File: src/rtl/lsu_sbuf.sv
// lsu_sbuf: load/store unit with a write-back store buffer.
// Stores retire into a circular FIFO that drains to mem_ctrl in the background.
// Loads go through a registered request FSM (IDLE/DRAIN/LOAD/LDONE).
// Non-memory instructions pass through combinationally.
// Optional feature macro: LSU_STORE_FWD_EN enables store-to-load forwarding.
// Without it, every load waits for the buffer to empty before it issues.
module lsu_sbuf #(
  parameter int ADDR_WIDTH = 32,
  parameter int DATA_WIDTH = 32,
  parameter int SB_DEPTH   = 4
) (
  input  logic                  clk_in,
  input  logic                  rst_in,
  input  logic                  valid_in,
  input  logic                  load_in,
  input  logic                  store_in,
  input  logic [1:0]            size_in,
  input  logic                  unsigned_in,
  input  logic [ADDR_WIDTH-1:0] mem_addr_in,
  input  logic [DATA_WIDTH-1:0] mem_val_in,
  input  logic                  rd_in,
  input  logic [4:0]            rd_addr_in,
  input  logic [DATA_WIDTH-1:0] rd_val_in,
  output logic                  rd_out,
  output logic [4:0]            rd_addr_out,
  output logic [DATA_WIDTH-1:0] rd_val_out,
  output logic                  stall_req_out,
  output logic                  read_req_out,
  output logic                  write_req_out,
  output logic [ADDR_WIDTH-1:0] mem_addr_out,
  output logic [DATA_WIDTH-1:0] mem_val_out,
  output logic [2:0]            store_len_out,
  input  logic                  mem_done_in,
  input  logic [DATA_WIDTH-1:0] mem_val_read_in,
  input  logic [1:0]            memctrl_busy_in,
  output logic                  sb_empty_out
);

  localparam int PW = $clog2(SB_DEPTH);
  localparam int CW = PW + 1;

  typedef enum logic [1:0] {
    IDLE  = 2'd0,
    DRAIN = 2'd1,
    LOAD  = 2'd2,
    LDONE = 2'd3
  } state_e;

  state_e state_q, state_d;

  logic [ADDR_WIDTH-1:0] sbAddr_q [SB_DEPTH];
  logic [DATA_WIDTH-1:0] sbData_q [SB_DEPTH];
  logic [1:0]            sbSize_q [SB_DEPTH];

  logic [PW-1:0]         head_q, head_d;
  logic [PW-1:0]         tail_q, tail_d;
  logic [CW-1:0]         count_q, count_d;
  logic [DATA_WIDTH-1:0] loadData_q, loadData_d;

  logic                  loadReq;
  logic                  push;
  logic                  pop;
  logic                  fwdHit;
  logic                  canIssue;
  logic [DATA_WIDTH-1:0] fwdData;
  logic                  stallStore;
  logic                  stallLoad;

  // Only bit1 of the busy bus matters here; bit0 is carried for mem_ctrl symmetry.
  logic unusedBusy;
  assign unusedBusy = memctrl_busy_in[0];

  // Sign/zero extension of low-aligned load data by access size.
  function automatic logic [DATA_WIDTH-1:0] extendLoad(
    input logic [DATA_WIDTH-1:0] raw,
    input logic [1:0]            sz,
    input logic                  uns
  );
    logic [DATA_WIDTH-1:0] res;
    case (sz)
      2'd0:    res = uns ? {{(DATA_WIDTH-8){1'b0}}, raw[7:0]}
                         : {{(DATA_WIDTH-8){raw[7]}}, raw[7:0]};
      2'd1:    res = uns ? {{(DATA_WIDTH-16){1'b0}}, raw[15:0]}
                         : {{(DATA_WIDTH-16){raw[15]}}, raw[15:0]};
      default: res = raw;
    endcase
    return res;
  endfunction

  // Byte-lane length code handed to mem_ctrl.
  function automatic logic [2:0] lenCode(input logic [1:0] sz);
    logic [2:0] res;
    case (sz)
      2'd0:    res = 3'b000;
      2'd1:    res = 3'b001;
      default: res = 3'b011;
    endcase
    return res;
  endfunction

  assign loadReq    = valid_in & load_in;
  assign push       = valid_in & store_in & (count_q < CW'(SB_DEPTH));
  assign pop        = (state_q == DRAIN) & mem_done_in;
  assign stallStore = valid_in & store_in & (count_q == CW'(SB_DEPTH));
  assign stallLoad  = loadReq & ~fwdHit & (state_q != LDONE);

`ifdef LSU_STORE_FWD_EN
  logic          fwdMatch;
  logic [PW-1:0] fwdIdx;

  // Scan oldest to youngest so the last word-address match is the youngest entry.
  always_comb begin
    logic [PW-1:0] idx;
    fwdMatch = 1'b0;
    fwdIdx   = '0;
    idx      = '0;
    for (int i = 0; i < SB_DEPTH; i++) begin
      idx = head_q + PW'(i);
      if ((CW'(i) < count_q) &&
          (sbAddr_q[idx][ADDR_WIDTH-1:2] == mem_addr_in[ADDR_WIDTH-1:2])) begin
        fwdMatch = 1'b1;
        fwdIdx   = idx;
      end
    end
  end

  assign fwdHit   = loadReq & fwdMatch & (sbAddr_q[fwdIdx] == mem_addr_in) &
                    (sbSize_q[fwdIdx] >= size_in);
  assign canIssue = ~fwdMatch;
  assign fwdData  = extendLoad(sbData_q[fwdIdx], size_in, unsigned_in);
`else
  assign fwdHit   = 1'b0;
  assign canIssue = (count_q == '0);
  assign fwdData  = '0;
`endif

  // Next-state logic: a ready load wins over draining, both need mem_ctrl free.
  always_comb begin
    state_d = state_q;
    case (state_q)
      IDLE: begin
        if (loadReq && !fwdHit && canIssue && !memctrl_busy_in[1]) begin
          state_d = LOAD;
        end else if ((count_q != '0) && !memctrl_busy_in[1]) begin
          state_d = DRAIN;
        end
      end
      DRAIN:   if (mem_done_in) state_d = IDLE;
      LOAD:    if (mem_done_in) state_d = LDONE;
      LDONE:   state_d = IDLE;
      default: state_d = IDLE;
    endcase
  end

  // Pointer, occupancy and load-capture next values; push and pop may coincide.
  always_comb begin
    head_d     = head_q;
    tail_d     = tail_q;
    count_d    = count_q;
    loadData_d = loadData_q;
    if (push) tail_d = tail_q + PW'(1);
    if (pop)  head_d = head_q + PW'(1);
    case ({push, pop})
      2'b10:   count_d = count_q + CW'(1);
      2'b01:   count_d = count_q - CW'(1);
      default: count_d = count_q;
    endcase
    if ((state_q == LOAD) && mem_done_in) begin
      loadData_d = extendLoad(mem_val_read_in, size_in, unsigned_in);
    end
  end

  // Control registers; reset discards every buffered store.
  always_ff @(posedge clk_in or posedge rst_in) begin
    if (rst_in) begin
      state_q    <= IDLE;
      head_q     <= '0;
      tail_q     <= '0;
      count_q    <= '0;
      loadData_q <= '0;
    end else begin
      state_q    <= state_d;
      head_q     <= head_d;
      tail_q     <= tail_d;
      count_q    <= count_d;
      loadData_q <= loadData_d;
    end
  end

  // Entry storage is only meaningful below count, so it needs no reset.
  always_ff @(posedge clk_in) begin
    if (push) begin
      sbAddr_q[tail_q] <= mem_addr_in;
      sbData_q[tail_q] <= mem_val_in;
      sbSize_q[tail_q] <= size_in;
    end
  end

  // Output decode; reset forces every output low immediately.
  always_comb begin
    rd_out        = 1'b0;
    rd_addr_out   = '0;
    rd_val_out    = '0;
    stall_req_out = 1'b0;
    read_req_out  = 1'b0;
    write_req_out = 1'b0;
    mem_addr_out  = '0;
    mem_val_out   = '0;
    store_len_out = '0;
    if (!rst_in) begin
      stall_req_out = stallStore | stallLoad;
      case (state_q)
        DRAIN: begin
          write_req_out = 1'b1;
          mem_addr_out  = sbAddr_q[head_q];
          mem_val_out   = sbData_q[head_q];
          store_len_out = lenCode(sbSize_q[head_q]);
        end
        LOAD: begin
          read_req_out = 1'b1;
          mem_addr_out = mem_addr_in;
        end
        default: ;
      endcase
      if (state_q == LDONE) begin
        rd_out      = 1'b1;
        rd_addr_out = rd_addr_in;
        rd_val_out  = loadData_q;
      end else if (fwdHit) begin
        rd_out      = 1'b1;
        rd_addr_out = rd_addr_in;
        rd_val_out  = fwdData;
      end else if (!(stallStore | stallLoad)) begin
        rd_out      = rd_in;
        rd_addr_out = rd_addr_in;
        rd_val_out  = rd_val_in;
      end
    end
  end

  assign sb_empty_out = (count_q == '0);

endmodule

File: config.mk
export PLATFORM = sky130hd
export DESIGN_NAME = lsu_sbuf
export DESIGN_NICKNAME = d
export VERILOG_FILES = /design/src/rtl/lsu_sbuf.sv
export SDC_FILE = /design/constraint.sdc
export NUM_CORES = 1
export LEC_CHECK = 0
export ABC_CLOCK_PERIOD_IN_PS = 6300
export CELL_PAD_IN_SITES_DETAIL_PLACEMENT = 0
export CELL_PAD_IN_SITES_GLOBAL_PLACEMENT = 2
export CORE_MARGIN = 2
export CORE_UTILIZATION = 39
export DETAILED_ROUTE_END_ITERATION = 10
export GPL_TIMING_DRIVEN = 0
export MAX_ROUTING_LAYER = met4
export PLACE_DENSITY = 0.95
export SYNTH_ARGS = -nofsm -noshare
export SYNTH_HDL_FRONTEND = slang
export SYNTH_SLANG_ARGS = --single-unit
File: constraint.sdc
create_clock -name clk_in -period 6.3 [get_ports clk_in]
set_input_delay 0.63 -clock clk_in [delete_from_list [all_inputs] [get_ports clk_in]]
set_output_delay 0.63 -clock clk_in [all_outputs]
set_load 0.01 [all_outputs]
==> results of run 1 <==
==> critical path: cells and delay by family <==
family | cells | cell delay, ns
AND/OR/NAND/NOR | 1 | 0.21
buffers and inverters | 6 | 2.47
==> sequential cells by signal, summed over array words and instances (netlist names) <==
name and flops:
loadData_q 32, head_q 2, count_q 3, sbAddr_q 128
tail_q 2, sbData_q 128, sbSize_q 8, state_q 2
==> layer usage <==
layer  vias up  GRT usage [%]  part of all wire (%)
met5         -              -                     0
met2       221           30.6                    52
met1      3796           23.2                    41
li1       3489              -                     -
met3        44           2.52                   4.6
met4         0           5.16                   2.1
==> power by group <==
part           leakage [uW]  switching, uW  internal (uW)  total, uW
clock              0.000558            762           1230       1990
sequential          0.00291            105           2450       2560
combinational       0.00257            874           1000       1880
==> through the flow <==
stage	hold WS [ns]	cell area, sq um
floorplan	0.445	13000
finish	0.479	17400
global placement	0.471	16100
global route	0.533	17400
CTS	0.492	17300
detailed placement	0.477	16200
==> worst paths after layout <==
kind	slack (ns)	cells after the start	endpoint	startpoint
max	2.34	7	mem_val_out[30]	rst_in
min	0.48	2	loadData_q[5]	loadData_q[5]
max reg2reg	3.90	9	count_q[2]	state_q[1]
min reg2reg	0.48	2	loadData_q[5]	loadData_q[5]
max in group asynchronous	4.47	5	loadData_q[22]	rst_in
min in group asynchronous	1.27	4	head_q[0]	rst_in
==> final cells by class <==
type / count / area (sq um)
timing repair buffer: 256 / 2640
clock inverter: 22 / 253
sequential: 305 / 8950
inverter: 13 / 48.8
clock buffer: 40 / 895
fill: 2697 / 15300
antenna: 3 / 7.51
buffer: 56 / 358
multi-input combinational: 357 / 3640
tap: 442 / 553
==> cell families (layout without fill, tap and decap cells) <==
| group | after synthesis | in the layout | synth area share (%) |
|---|---|---|---|
| flip-flops | 305 | 305 | 68.9 |
| AND/OR/NAND/NOR | 162 | 162 | 7.45 |
| multiplexers | 102 | 102 | 14.1 |
| AO/OA/AOI/OAI | 75 | 75 | 4.82 |
| buffers and inverters | 69 | 387 | 3.12 |
| adder cells (fa/ha/maj) | 11 | 11 | 1.12 |
| XOR/XNOR | 6 | 6 | 0.405 |
| other | 1 | 4 | 0.0289 |
==> Yosys cell counts (2+ instances only) <==
cell / number / share of area [%]
nor2b_1: 2 / 0.096
mux2i_1: 35 / 2.7
dfrtp_1: 41 / 7.9
mux2_2: 2 / 0.17
and2_1: 6 / 0.29
buf_4: 2 / 0.12
o211a_1: 2 / 0.15
xnor2_1: 3 / 0.20
o22ai_1: 2 / 0.096
o21ai_0: 9 / 0.35
nand2_1: 53 / 1.5
nor3b_1: 5 / 0.29
and3_1: 35 / 1.7
xor2_1: 3 / 0.20
a31oi_2: 9 / 0.87
inv_1: 13 / 0.38
nor3_1: 3 / 0.12
buf_2: 20 / 0.77
edfxtp_1: 264 / 61
ha_1: 10 / 0.96
a22o_1: 33 / 2.2
a31oi_1: 6 / 0.29
a21oi_1: 9 / 0.35
nor3_2: 30 / 2.3
nor2_1: 21 / 0.61
buf_6: 13 / 1.1
clkbuf_1: 20 / 0.58
mux4_2: 65 / 11
==> impl_metrics.tcl, run 1 <==
set metrics [dict create \
    status "complete, no violations" \
    synth-seq-cells 305 \
    synth_enable_flop_cells 264 \
    syn_inst 731 \
    critPathKind "primary input to output pin" \
    setup_viol 0 \
    setup_tns_ns 0 \
    start_util_pct 39.7 \
    core_area_sq_um 32700 \
    cts_max_level 2 \
    cp.required_ns 5.67 \
    grt_use_total_pct 18.2 \
    fin_cells 1494 \
    p_total_uw 6420 \
    fmax_ghz 0.253 \
    ys.flop_type "edfxtp_1" \
    port_buffers 251 \
    die_w_um 187 \
    syn2layout_area_growth_pct 33.6 \
    cts_tree "built" \
    pre_cts_slack_ns 2.25 \
    path_cells "clkdlybuf4s50_1, inv_1, clkbuf_1, clkbuf_2, buf_12, and3_1, clkdlybuf4s50_1" \
    min_period_ns 3.96 \
    mostFrequentLayoutCells "edfxtp_1 (264), clkdlybuf4s50_1 (251), mux4_2 (65)" \
    cts_setup_buffers 0 \
    worstSetupStartpointType "primary input" \
    drc 0 \
    max-vdd-ir-drop_mv 0.259 \
    viasPerCell 5.05 \
    rsz0062_at_grt "false" \
    drtPass1Iterations 5 \
    end_kind "output pin" \
    io_pins 254 \
    powerDensity_nw_per_um2 370 \
    syn_avg_cell_area_sq_um 17.8 \
    path_max_fanout 31 \
    fp.dieArea_sq_um 34800 \
    cts_buffers 34 \
    drive_gt1_share_pct 19.5 \
    yosys_warnings 0 \
    row_count 66 \
    final_hold_viol_count 0 \
    cts.clk_slew.worst_paths_ns 0.06 \
    drt_wl_total_um 31300 \
    num_vias 7550 \
    maxSlewViolCount 0 \
    die_h_um 187 \
    grt_max_degree 51 \
    root_buffer "clkbuf_16" \
    cp_common_cell "clkdlybuf4s50_1" \
    place.gp.congestion 0.771 \
    synth-seq-area-share_pct 68.9 \
    async_reset_ff_share_pct 13.4 \
    antenna_found_initial 3 \
    grt-ovfl-total 0 \
    dp_hpwl_um 22000 \
    grt_first_pass_wirelength_um 47100 \
    dp_cells 1429 \
    ant_nets 0 \
    syn-cell-area_sq_um 13000 \
    holdCritPathClass "register to register" \
    setup_slack_ns 2.34 \
    worst-slew-pin-transition_ns 0.791 \
    grt_pass1_vias 7891 \
    cp.arrival_ns 3.33 \
    min_period_over_period_pct 62.8 \
    maxSlewHeadroom_pct 47.1 \
    leakagePower_uw 0.00603 \
    cpPeakStageDelay_ns 0.60 \
    clk_path_buf_depth 3 \
    slowest_stage "clkdlybuf4s50_1" \
    first_iter_violations 447 \
    worst_clock_skew_ns 0.0170 \
    post_cts_resized 0 \
    nNetsFinal 1179 \
    cts.sinks 305 \
    ctsHoldBuffers 0 \
    synthDistinctLibCells 43 \
    synth_fp_nets 887 \
    clk-insertion-delay-late_ns 0.50 \
    layout_commonest_cell "edfxtp_1" \
    post_drt_wl_per_cell_um 21.0 \
    utilization_pct 53.1 \
    cap_viol_max_count 0 \
]
No activity file was read; power rests on OpenSTA's default activity.
==> inputs of run 2 (changes only) <==
ABC_CLOCK_PERIOD_IN_PS = 4000   (was 6300)
CORE_UTILIZATION = 38   (was 39)
PLACE_DENSITY = 0.93   (was 0.95)
clock period = 4 ns   (was 6.3 ns; I/O delays follow)
==> run 2 against run 1 <==
  * Critical path type unchanged
  * Critical path depth unchanged
  * Global-route usage down 0.29 points
  * Wire length up 0.48%
  * Highest routed layer unchanged
  * Worst setup slack worse by 1.9 ns
  * Clock power up 65%
  * Final cell count up 0.47%
  * Non-clock buffer count unchanged
  * Sequential share of layout area down 0.19 points
==> impl_metrics.tcl, run 2 (synthesis results as in run 1) <==
set metrics [dict create \
    antenna_found_initial 3 \
    ctsHoldBuffers 0 \
    core_area_sq_um 33600 \
    drc 0 \
    cts_setup_buffers 0 \
    ant_nets 0 \
    place.gp.congestion 0.792 \
    cts.clk_slew.worst_paths_ns 0.06 \
    cap_viol_max_count 0 \
    final_hold_viol_count 0 \
    cts.sinks 305 \
    hp-start "mem_val_read_in[2]" \
    cts_buffers 35 \
    fmax_ghz 0.278 \
    final-seq-area_sq_um 8950 \
    status "complete, no violations" \
    min_period_over_period_pct 89.9 \
    critPathKind "primary input to output pin" \
    mostFrequentLayoutCells "edfxtp_1 (264), clkdlybuf4s50_1 (251), mux4_2 (65)" \
    cts_max_level 2 \
    wl_met1_um 13400 \
    cp.required_ns 3.60 \
    clk-insertion-delay-late_ns 0.51 \
    cpPeakStageDelay_ns 0.67 \
    fillCellCount 2777 \
    fp.dieArea_sq_um 35700 \
    setup_tns_ns 0 \
    port_buffers 251 \
    rr_startpoint "state_q[1]" \
    end_kind "output pin" \
    leakagePower_uw 0.00606 \
    maxSlewHeadroom_pct 50.6 \
    layout_commonest_cell "edfxtp_1" \
    cp.arrival_ns 3.20 \
    powerDensity_nw_per_um2 590 \
    row_count 67 \
    num_vias 7583 \
    drtPass1Iterations 5 \
    cp_common_cell "clkdlybuf4s50_1" \
    slowest_stage "clkbuf_2" \
    holdCritPathClass "primary input to register" \
    path_cells "clkdlybuf4s50_1, inv_1, clkbuf_1, clkbuf_2, buf_12, o211a_1, clkdlybuf4s50_1" \
    grt_use_total_pct 17.9 \
    grt_first_pass_wirelength_um 46900 \
    maxSlewViolCount 0 \
    die_w_um 189 \
    worst_clock_skew_ns 0.0150 \
    reg2reg_depth 9 \
    grt_pass1_vias 7939 \
    post_drt_wl_per_cell_um 21.0 \
    start_util_pct 38.6 \
    dr.max_layer_used "met4" \
    r2r_slack_ns 1.65 \
    hold_depth 3 \
    r2r-end "count_q[2]" \
    die_h_um 189 \
    drt_wl_total_um 31500 \
    io_pins 254 \
    path_max_fanout 27 \
    root_buffer "clkbuf_16" \
    nNetsFinal 1180 \
    grt-ovfl-total 0 \
    wl_met3_um 1240 \
    clk_path_buf_depth 3 \
    rsz0062_at_grt "false" \
    setup_viol 0 \
    setup_slack_ns 0.404 \
    max-vdd-ir-drop_mv 0.345 \
    post_cts_resized 0 \
    first_iter_violations 475 \
    worst-slew-pin-transition_ns 0.741 \
    place_area_sq_um 16200 \
    dp_hpwl_um 21500 \
    viasPerCell 5.05 \
    syn2layout_area_growth_pct 34.1 \
    grt_max_degree 55 \
    worstSetupStartpointType "primary input" \
    cts_tree "built" \
    wl_met2_um 16000 \
    multi_input_area_sq_um 3640 \
    pre_cts_slack_ns 0.373 \
    hold_slack_ns 0.422 \
    drive_gt1_share_pct 19.9 \
    reg_top3 "sbAddr_q x128, sbData_q x128, loadData_q x32" \
    fin_area_sq_um 17400 \
    whs_endpoint "loadData_q[2]" \
    min_period_ns 3.60 \
]
-- run 2: worst max-delay path by stage --
stage                                  end    from  cells after the start
final                        stall_req_out  rst_in                      7
after global routing       mem_val_out[29]  rst_in                      7
after CTS                    stall_req_out  rst_in                      7
after detailed placement     stall_req_out  rst_in                      7
after global placement    store_len_out[0]  rst_in                      7
after floorplan           store_len_out[0]  rst_in                      5
-- run 2: where the power goes --
part           internal, uW  total [uW]  leakage [uW]  switching [uW]
combinational          1580        2960       0.00257            1390
sequential             3860        4010       0.00291             153
clock                  2040        3290      0.000585            1250
total                  7480       10300       0.00606            2790
-- run 2: worst max-delay path: cells and delay by family --
kind / cells / cell delay [ns]
AO/OA/AOI/OAI: 1 / 0.17
buffers and inverters: 6 / 2.61
-- run 2: final cells by class --
cell class	instances	share of cell area, %
repair buffers	256	15.2
plain buffers	56	2.05
multi-input cells	357	20.9
well taps	448	3.22
flip-flops and latches	305	51.4
clock buffers	44	5.52
clock inverters	19	1.39
diodes	3	0.0431
inverters	13	0.280
-- run 2: per-layer routing --
| layer | track usage [%] | vias to the layer above |
|---|---|---|
| met5 | - | - |
| met1 | 23.3 | 3843 |
| met4 | 5.47 | 0 |
| met3 | 2.30 | 58 |
| met2 | 29.5 | 193 |
| li1 | - | 3489 |
-- run 2: stage by stage --
| stage | power (uW) | util, % | cells |
|---|---|---|---|
| floorplan | 5920 | - | 731 |
| global placement | 7050 | 47.8 | 1430 |
| detailed placement | 7110 | 48.2 | 1435 |
| CTS | 10400 | 51.8 | 1498 |
| global route | 10800 | 51.8 | 1500 |
| finish | 10300 | 51.8 | 1501 |
